File: src/rtl/kp_scan_ctrl_if.sv
// Keypad-side and downstream-side signals of the keypad scan controller.
// The master modport is the controller itself; slave is the keypad/consumer side.
interface kp_scan_ctrl_if #(
  parameter int ROWS = 4,
  parameter int COLS = 4
);
  localparam int CW = (ROWS * COLS > 1) ? $clog2(ROWS * COLS) : 1;

  logic            en;
  logic [ROWS-1:0] row_in;
  logic [COLS-1:0] col_drv;
  logic [CW-1:0]   key_code;
  logic            key_valid;
  logic            key_held;
  logic            load;

  modport master (
    input  en, row_in,
    output col_drv, key_code, key_valid, key_held, load
  );

  modport slave (
    output en, row_in,
    input  col_drv, key_code, key_valid, key_held, load
  );
endinterface

File: src/rtl/kp_scan_ctrl.sv
// Matrix keypad scanner: walks one-cold column drive, samples active-low rows,
// debounces press and release, and reports key index with press/release pulses.
module kp_scan_ctrl #(
  parameter int ROWS     = 4,
  parameter int COLS     = 4,
  parameter int SETTLE   = 2,
  parameter int DEBOUNCE = 4
) (
  input  logic clk,
  input  logic rst_n,
  kp_scan_ctrl_if.master kp
);
  localparam int CW   = (ROWS * COLS > 1) ? $clog2(ROWS * COLS) : 1;
  localparam int CIW  = (COLS > 1) ? $clog2(COLS) : 1;
  localparam int RIW  = (ROWS > 1) ? $clog2(ROWS) : 1;
  localparam int DW   = (SETTLE > 1) ? $clog2(SETTLE) : 1;
  localparam int CNTW = $clog2(DEBOUNCE + 1);

  localparam logic [2:0] S_SCAN     = 3'd0;
  localparam logic [2:0] S_PRESS_DB = 3'd1;
  localparam logic [2:0] S_PRESSED  = 3'd2;
  localparam logic [2:0] S_REL_DB   = 3'd3;
  localparam logic [2:0] S_RELEASED = 3'd4;

  logic [2:0]      state_reg, state_next;
  logic [CIW-1:0]  c_reg, c_next, c_inc;
  logic [DW-1:0]   dwell_reg, dwell_next;
  logic [CNTW-1:0] cnt_reg, cnt_next;
  logic [RIW-1:0]  r_reg, r_next;
  logic [CW-1:0]   code_reg, code_next;
  logic            valid_reg, valid_next;
  logic            held_reg, held_next;
  logic            load_reg, load_next;

  logic [RIW-1:0]  low_idx;
  logic            any_low;
  logic            row_sel;
  logic            drive_on;

  function automatic logic [CW-1:0] code_of(input logic [CIW-1:0] col, input logic [RIW-1:0] row);
    return CW'(int'(col) * ROWS + int'(row));
  endfunction

  // Lowest-index closed row wins when several keys share the driven column.
  always_comb begin
    low_idx = '0;
    for (int i = ROWS - 1; i >= 0; i--) begin
      if (!kp.row_in[i]) low_idx = RIW'(i);
    end
  end

  assign any_low = ~&kp.row_in;
  assign row_sel = kp.row_in[r_reg];
  assign c_inc   = (c_reg == CIW'(COLS - 1)) ? '0 : c_reg + 1'b1;

  // Columns float high only while scanning is paused; debounce keeps its column driven.
  assign drive_on = (state_reg != S_SCAN) || kp.en;

  genvar gi;
  generate
    for (gi = 0; gi < COLS; gi++) begin : g_col
      assign kp.col_drv[gi] = ~(drive_on && (c_reg == CIW'(gi)));
    end
  endgenerate

  always_comb begin
    state_next = state_reg;
    c_next     = c_reg;
    dwell_next = dwell_reg;
    cnt_next   = cnt_reg;
    r_next     = r_reg;
    code_next  = code_reg;
    valid_next = 1'b0;
    held_next  = held_reg;
    load_next  = 1'b0;
    case (state_reg)
      S_SCAN: begin
        if (kp.en) begin
          if (dwell_reg == DW'(SETTLE - 1)) begin
            dwell_next = '0;
            if (any_low) begin
              r_next   = low_idx;
              cnt_next = CNTW'(1);
              // The scan sample is the first debounce sample, so DEBOUNCE=1 accepts here.
              if (DEBOUNCE == 1) begin
                state_next = S_PRESSED;
                valid_next = 1'b1;
                held_next  = 1'b1;
                code_next  = code_of(c_reg, low_idx);
              end else begin
                state_next = S_PRESS_DB;
              end
            end else begin
              c_next = c_inc;
            end
          end else begin
            dwell_next = dwell_reg + 1'b1;
          end
        end
      end
      S_PRESS_DB: begin
        if (!row_sel) begin
          cnt_next = cnt_reg + 1'b1;
          if (cnt_reg == CNTW'(DEBOUNCE - 1)) begin
            state_next = S_PRESSED;
            valid_next = 1'b1;
            held_next  = 1'b1;
            code_next  = code_of(c_reg, r_reg);
          end
        end else begin
          state_next = S_SCAN;
          c_next     = c_inc;
          dwell_next = '0;
        end
      end
      S_PRESSED: begin
        if (row_sel) begin
          cnt_next = CNTW'(1);
          if (DEBOUNCE == 1) begin
            state_next = S_RELEASED;
            load_next  = 1'b1;
            held_next  = 1'b0;
          end else begin
            state_next = S_REL_DB;
          end
        end
      end
      S_REL_DB: begin
        if (row_sel) begin
          cnt_next = cnt_reg + 1'b1;
          if (cnt_reg == CNTW'(DEBOUNCE - 1)) begin
            state_next = S_RELEASED;
            load_next  = 1'b1;
            held_next  = 1'b0;
          end
        end else begin
          state_next = S_PRESSED;
        end
      end
      S_RELEASED: begin
        state_next = S_SCAN;
        c_next     = c_inc;
        dwell_next = '0;
      end
      default: begin
        state_next = S_SCAN;
      end
    endcase
  end

  always_ff @(posedge clk or negedge rst_n) begin
    if (!rst_n) begin
      state_reg <= S_SCAN;
      c_reg     <= '0;
      dwell_reg <= '0;
      cnt_reg   <= '0;
      r_reg     <= '0;
      code_reg  <= '0;
      valid_reg <= 1'b0;
      held_reg  <= 1'b0;
      load_reg  <= 1'b0;
    end else begin
      state_reg <= state_next;
      c_reg     <= c_next;
      dwell_reg <= dwell_next;
      cnt_reg   <= cnt_next;
      r_reg     <= r_next;
      code_reg  <= code_next;
      valid_reg <= valid_next;
      held_reg  <= held_next;
      load_reg  <= load_next;
    end
  end

  assign kp.key_code  = code_reg;
  assign kp.key_valid = valid_reg;
  assign kp.key_held  = held_reg;
  assign kp.load      = load_reg;

endmodule

File: src/flat_wrapper.sv
// flat-port wrapper written by rule: the top's interface ports become plain ports
module kp_scan_ctrl_flat 
#(
  parameter int ROWS     = 4,
  parameter int COLS     = 4,
  parameter int SETTLE   = 2,
  parameter int DEBOUNCE = 4
)
  (clk, rst_n, kp_en, kp_row_in, kp_col_drv, kp_key_code, kp_key_valid, kp_key_held, kp_load);
  kp_scan_ctrl_if #(.ROWS(ROWS), .COLS(COLS)) kp_i ();
  input  logic clk;
  input  logic rst_n;
  input wire logic [$bits(kp_i.en)-1:0] kp_en;
  input wire logic [$bits(kp_i.row_in)-1:0] kp_row_in;
  output wire logic [$bits(kp_i.col_drv)-1:0] kp_col_drv;
  output wire logic [$bits(kp_i.key_code)-1:0] kp_key_code;
  output wire logic [$bits(kp_i.key_valid)-1:0] kp_key_valid;
  output wire logic [$bits(kp_i.key_held)-1:0] kp_key_held;
  output wire logic [$bits(kp_i.load)-1:0] kp_load;
  assign kp_i.en = kp_en;
  assign kp_i.row_in = kp_row_in;
  assign kp_col_drv = kp_i.col_drv;
  assign kp_key_code = kp_i.key_code;
  assign kp_key_valid = kp_i.key_valid;
  assign kp_key_held = kp_i.key_held;
  assign kp_load = kp_i.load;
  kp_scan_ctrl #(.ROWS(ROWS), .COLS(COLS), .SETTLE(SETTLE), .DEBOUNCE(DEBOUNCE)) u_core (.clk(clk), .rst_n(rst_n), .kp(kp_i));
endmodule
File: config.mk
export PLATFORM = sky130hd
export DESIGN_NAME = kp_scan_ctrl_flat
export DESIGN_NICKNAME = d
export VERILOG_FILES = /design/src/rtl/kp_scan_ctrl_if.sv /design/src/rtl/kp_scan_ctrl.sv /design/src/flat_wrapper.sv
export SDC_FILE = /design/constraint.sdc
export NUM_CORES = 1
export LEC_CHECK = 0
export ABC_AREA = 1
export BUFFER_PORTS_ARGS = -buffer_cell sky130_fd_sc_hd__buf_2
export CORE_AREA = 8 8 59 61
export CTS_CLUSTER_SIZE = 28
export DETAILED_ROUTE_END_ITERATION = 8
export DIE_AREA = 0 0 67 69
export GPL_TIMING_DRIVEN = 1
export PLACE_DENSITY = 0.75
export SLEW_MARGIN = 5
export SYNTH_ARGS = -nofsm -noshare
export SYNTH_HDL_FRONTEND = slang
export SYNTH_SLANG_ARGS = --single-unit
export TNS_END_PERCENT = 5
File: constraint.sdc
create_clock -name clk -period 1.3 [get_ports clk]
set_input_delay 0.065 -clock clk [delete_from_list [all_inputs] [get_ports clk]]
set_output_delay 0.065 -clock clk [all_outputs]
set_load 0.03 [all_outputs]
==> results_dict.tcl <==
set metrics [dict create \
    p_clk_share_pct 8.8 \
    maxCapViolCount 0 \
    num_vias 1029 \
    required_ns 1.51 \
    comb_power_share_pct 67.7 \
    netlist_instances 132 \
    cpPeakStageDelay_ns 0.41 \
    hold_violations 0 \
    crit_path_start_kind "flip-flop" \
    maxSlewViolCount 0 \
    yosysWarningCount 0 \
    cts_tree "done" \
    syn_area_per_cell_um2 8.019 \
    synth_fa_ha_area_share_pct 7.092 \
    status "finished with violations" \
    hpwl_mm 1.782 \
    tightest_slew_ns 0.4098 \
    pin_count 18 \
    htreeDepth 1 \
    cts_buffer_depth 2 \
    p_sw_share_pct 48.89 \
    cp_slowest_cell "dfrtp_1" \
    path_buf_inv 3 \
    drt-total-wl_mm 2.902 \
    die_area_mm2 0.004623 \
    port_buffers 17 \
    synth_area_leaders "dfrtp_1, nand2_1, ha_1" \
    fin_nets 188 \
    postPlaceCellArea_mm2 0.001272 \
    preCtsSetupSlack_ns -0.04917 \
    fmax_mhz 717.4 \
    end_kind "flip-flop" \
    dr.pass1.iters 5 \
    synth.distinct_cells 23 \
    clk_pin_slew_ns 0.11 \
    fp.dieH_um 69 \
    p_int_uw 2124 \
    yosys.area.top_type "dfrtp_1" \
    grt_pass1_vias 999 \
    path_class "flip-flop to flip-flop" \
    place_congestion 0.9023 \
    wire_per_inst_um 14.16 \
    fillCellCount 233 \
    synthSimpleGateAreaFrac_pct 34.40 \
    path_cells "buf_6 > buf_6 > nand2_4 > buf_6 > nor3_4 > nand2_1 > nand2_1 > nor2_2 > nand2_1 > o21ai_1" \
    worst_slack_ns -0.09390 \
    synth_area_mm2 0.001059 \
    clock_sinks 18 \
    clock_skew_ns 0.001397 \
    cts_buffers 3 \
    core_area_mm2 0.002615 \
    grt_pass1_wl_mm 4.526 \
    stdcell_count 205 \
    antenna_left 0 \
    clk_latency_ns 0.31 \
    drive_gt1_share_pct 46.55 \
    synth_top_family_by_area "simple AND/OR/NAND/NOR gates" \
    post-route-period-util_pct 107.2 \
    seq_area_frac_synth_pct 42.55 \
    p_total_uw 4155 \
    critPathMaxFanout 3 \
    track_usage_pct 12.13 \
    fin_crit_ns 1.394 \
    synth_compound_area_share_pct 9.574 \
    overflow 0 \
    synth_xor_area_share_pct 0 \
    synthMuxAreaShare_pct 0 \
    grt_antenna_before_repair 0 \
    grt_max_degree 19 \
    start_util_pct 40.48 \
    crit_family "simple AND/OR/NAND/NOR gates" \
    drc 0 \
    rsz0062_at_grt "yes" \
    p_leak_uw 0.0008002 \
    finalSetupViolations 12 \
    arrival_ns 1.60 \
    dp.cells 191 \
    via_per_inst 5.020 \
    utilization_pct 59.62 \
    seq_power_share_pct 23.5 \
    synth_top_area_share_pct 42.55 \
    p_per_area_mw_per_mm2 2665 \
    slew_headroom_pct 72.68 \
    ys_ff_latch 18 \
    clock-root-buffer "clkbuf_4" \
    netSwitchingPower_uw 2031 \
    final_cell_area_mm2 0.001559 \
    n_antenna_cell 0 \
    largest_reg_flops 4 \
    drt_iter0_markers 45 \
    die_w_um 67 \
    areaGrowthSynthToFinish_pct 47.28 \
    ir_drop_uv 1913 \
    synthesis.nets 145 \
    rows 19 \
    violations "setup timing" \
    hold_path_class "input port to flip-flop" \
]
## worst register-to-register path: stages, from the launching register on
cell and delay [ns]:
dfrtp_1 0.41, buf_6 0.13, buf_6 0.09, nand2_4 0.05, buf_6 0.12, nor3_4 0.17
nand2_1 0.06, nand2_1 0.09, nor2_2 0.06, nand2_1 0.06, o21ai_1 0.05
## logic make-up (layout without fill, tap and decap cells)
kind of cell    Yosys count  after routing
simple gates             72             72
buf+inv                  18             60
compound gates           18             18
flops                    18             18
fa+ha+maj                 6              6
## metal layers
layer / wire length (um) / track usage (%) / share of wire, %
met5: 0 / 0 / 0
met3: 122 / 3.069 / 4.2
met2: 1581 / 21.38 / 54
met4: 101 / 3.721 / 3.5
met1: 1097 / 13.58 / 38
## final timing paths
kind                                       start                    end  slack, ns  cells past startpoint
max in group asynchronous                  rst_n    u_core.state_reg[1]       0.77                      2
setup reg to reg             u_core.state_reg[0]    u_core.state_reg[1]      -0.09                     10
hold reg to reg            u_core.kp.key_code[1]  u_core.kp.key_code[1]       0.49                      2
setup / recovery             u_core.state_reg[0]    u_core.state_reg[1]      -0.09                     10
min in group asynchronous                  rst_n        u_core.c_reg[0]       0.22                      2
hold / removal                      kp_row_in[0]        u_core.r_reg[0]       0.02                      3
## cell usage after synthesis
| cell | instances |
|---|---|
| nor2_4 | 2 |
| nand2_1 | 34 |
| inv_1 | 12 |
| dfrtp_1 | 18 |
| nor2_2 | 2 |
| ha_1 | 6 |
| o21bai_1 | 3 |
| nand2_4 | 3 |
| or2_2 | 1 |
| o21ai_0 | 4 |
| nand3b_1 | 2 |
| nor4_2 | 1 |
| clkinv_1 | 1 |
| nor3_1 | 2 |
| nand2_2 | 3 |
| nor2_1 | 10 |
| inv_2 | 5 |
| o21ai_1 | 7 |
| o21ai_2 | 1 |
| nand3_1 | 9 |
| nor4_1 | 2 |
| a21oi_1 | 3 |
| nand3_2 | 1 |
## power groups by stage
stage                     Combinational [uW]  Clock, uW  Sequential, uW
final                                   2810        365             976
after global routing                    3070        387            1000
after CTS                               2480        353             968
after detailed placement                2060          0             968
after global placement                  1980          0             952
after floorplan                         1320          0            1070
## what timing repair did
action	CTS	global route
buffers inserted	5	5
pin swaps	9	15
resized for setup	30	15
cloned	0	0
endpoints found under the setup margin	16	20
hold endpoints to repair	18	0
hold buffers	1	0
## cell usage in the layout, fill, tap and decap left out, drive strengths merged, types with 3 or more instances in the layout
cell type,instances
a21oi,3
buf,37
clkbuf,4
dfrtp,18
ha,6
inv,17
nand2,40
nand3,10
nor2,14
nor4,3
o21ai,12
o21bai,3
## stage by stage
stage / setup TNS (ns) / hold slack, ns
after floorplan: 0 / -0.2306
after global placement: -0.04497 / 0.01915
after detailed placement: -0.2916 / 0.01910
after CTS: -0.4025 / 0.04131
after global routing: -1.867 / 0.07104
final: -0.6119 / 0.02473
## final cells by class
| type | instances | area, um2 | share of cell area [%] |
|---|---|---|---|
| Tap cell | 31 | 38.79 | 2.488 |
| Inverter | 18 | 70.07 | 4.494 |
| Multi-Input combinational cell | 96 | 673.1 | 43.18 |
| Sequential cell | 18 | 451.7 | 28.97 |
| Clock buffer | 4 | 36.28 | 2.327 |
| Timing Repair Buffer | 38 | 289.0 | 18.54 |
Note: power is estimated with default switching activity, not from simulation.
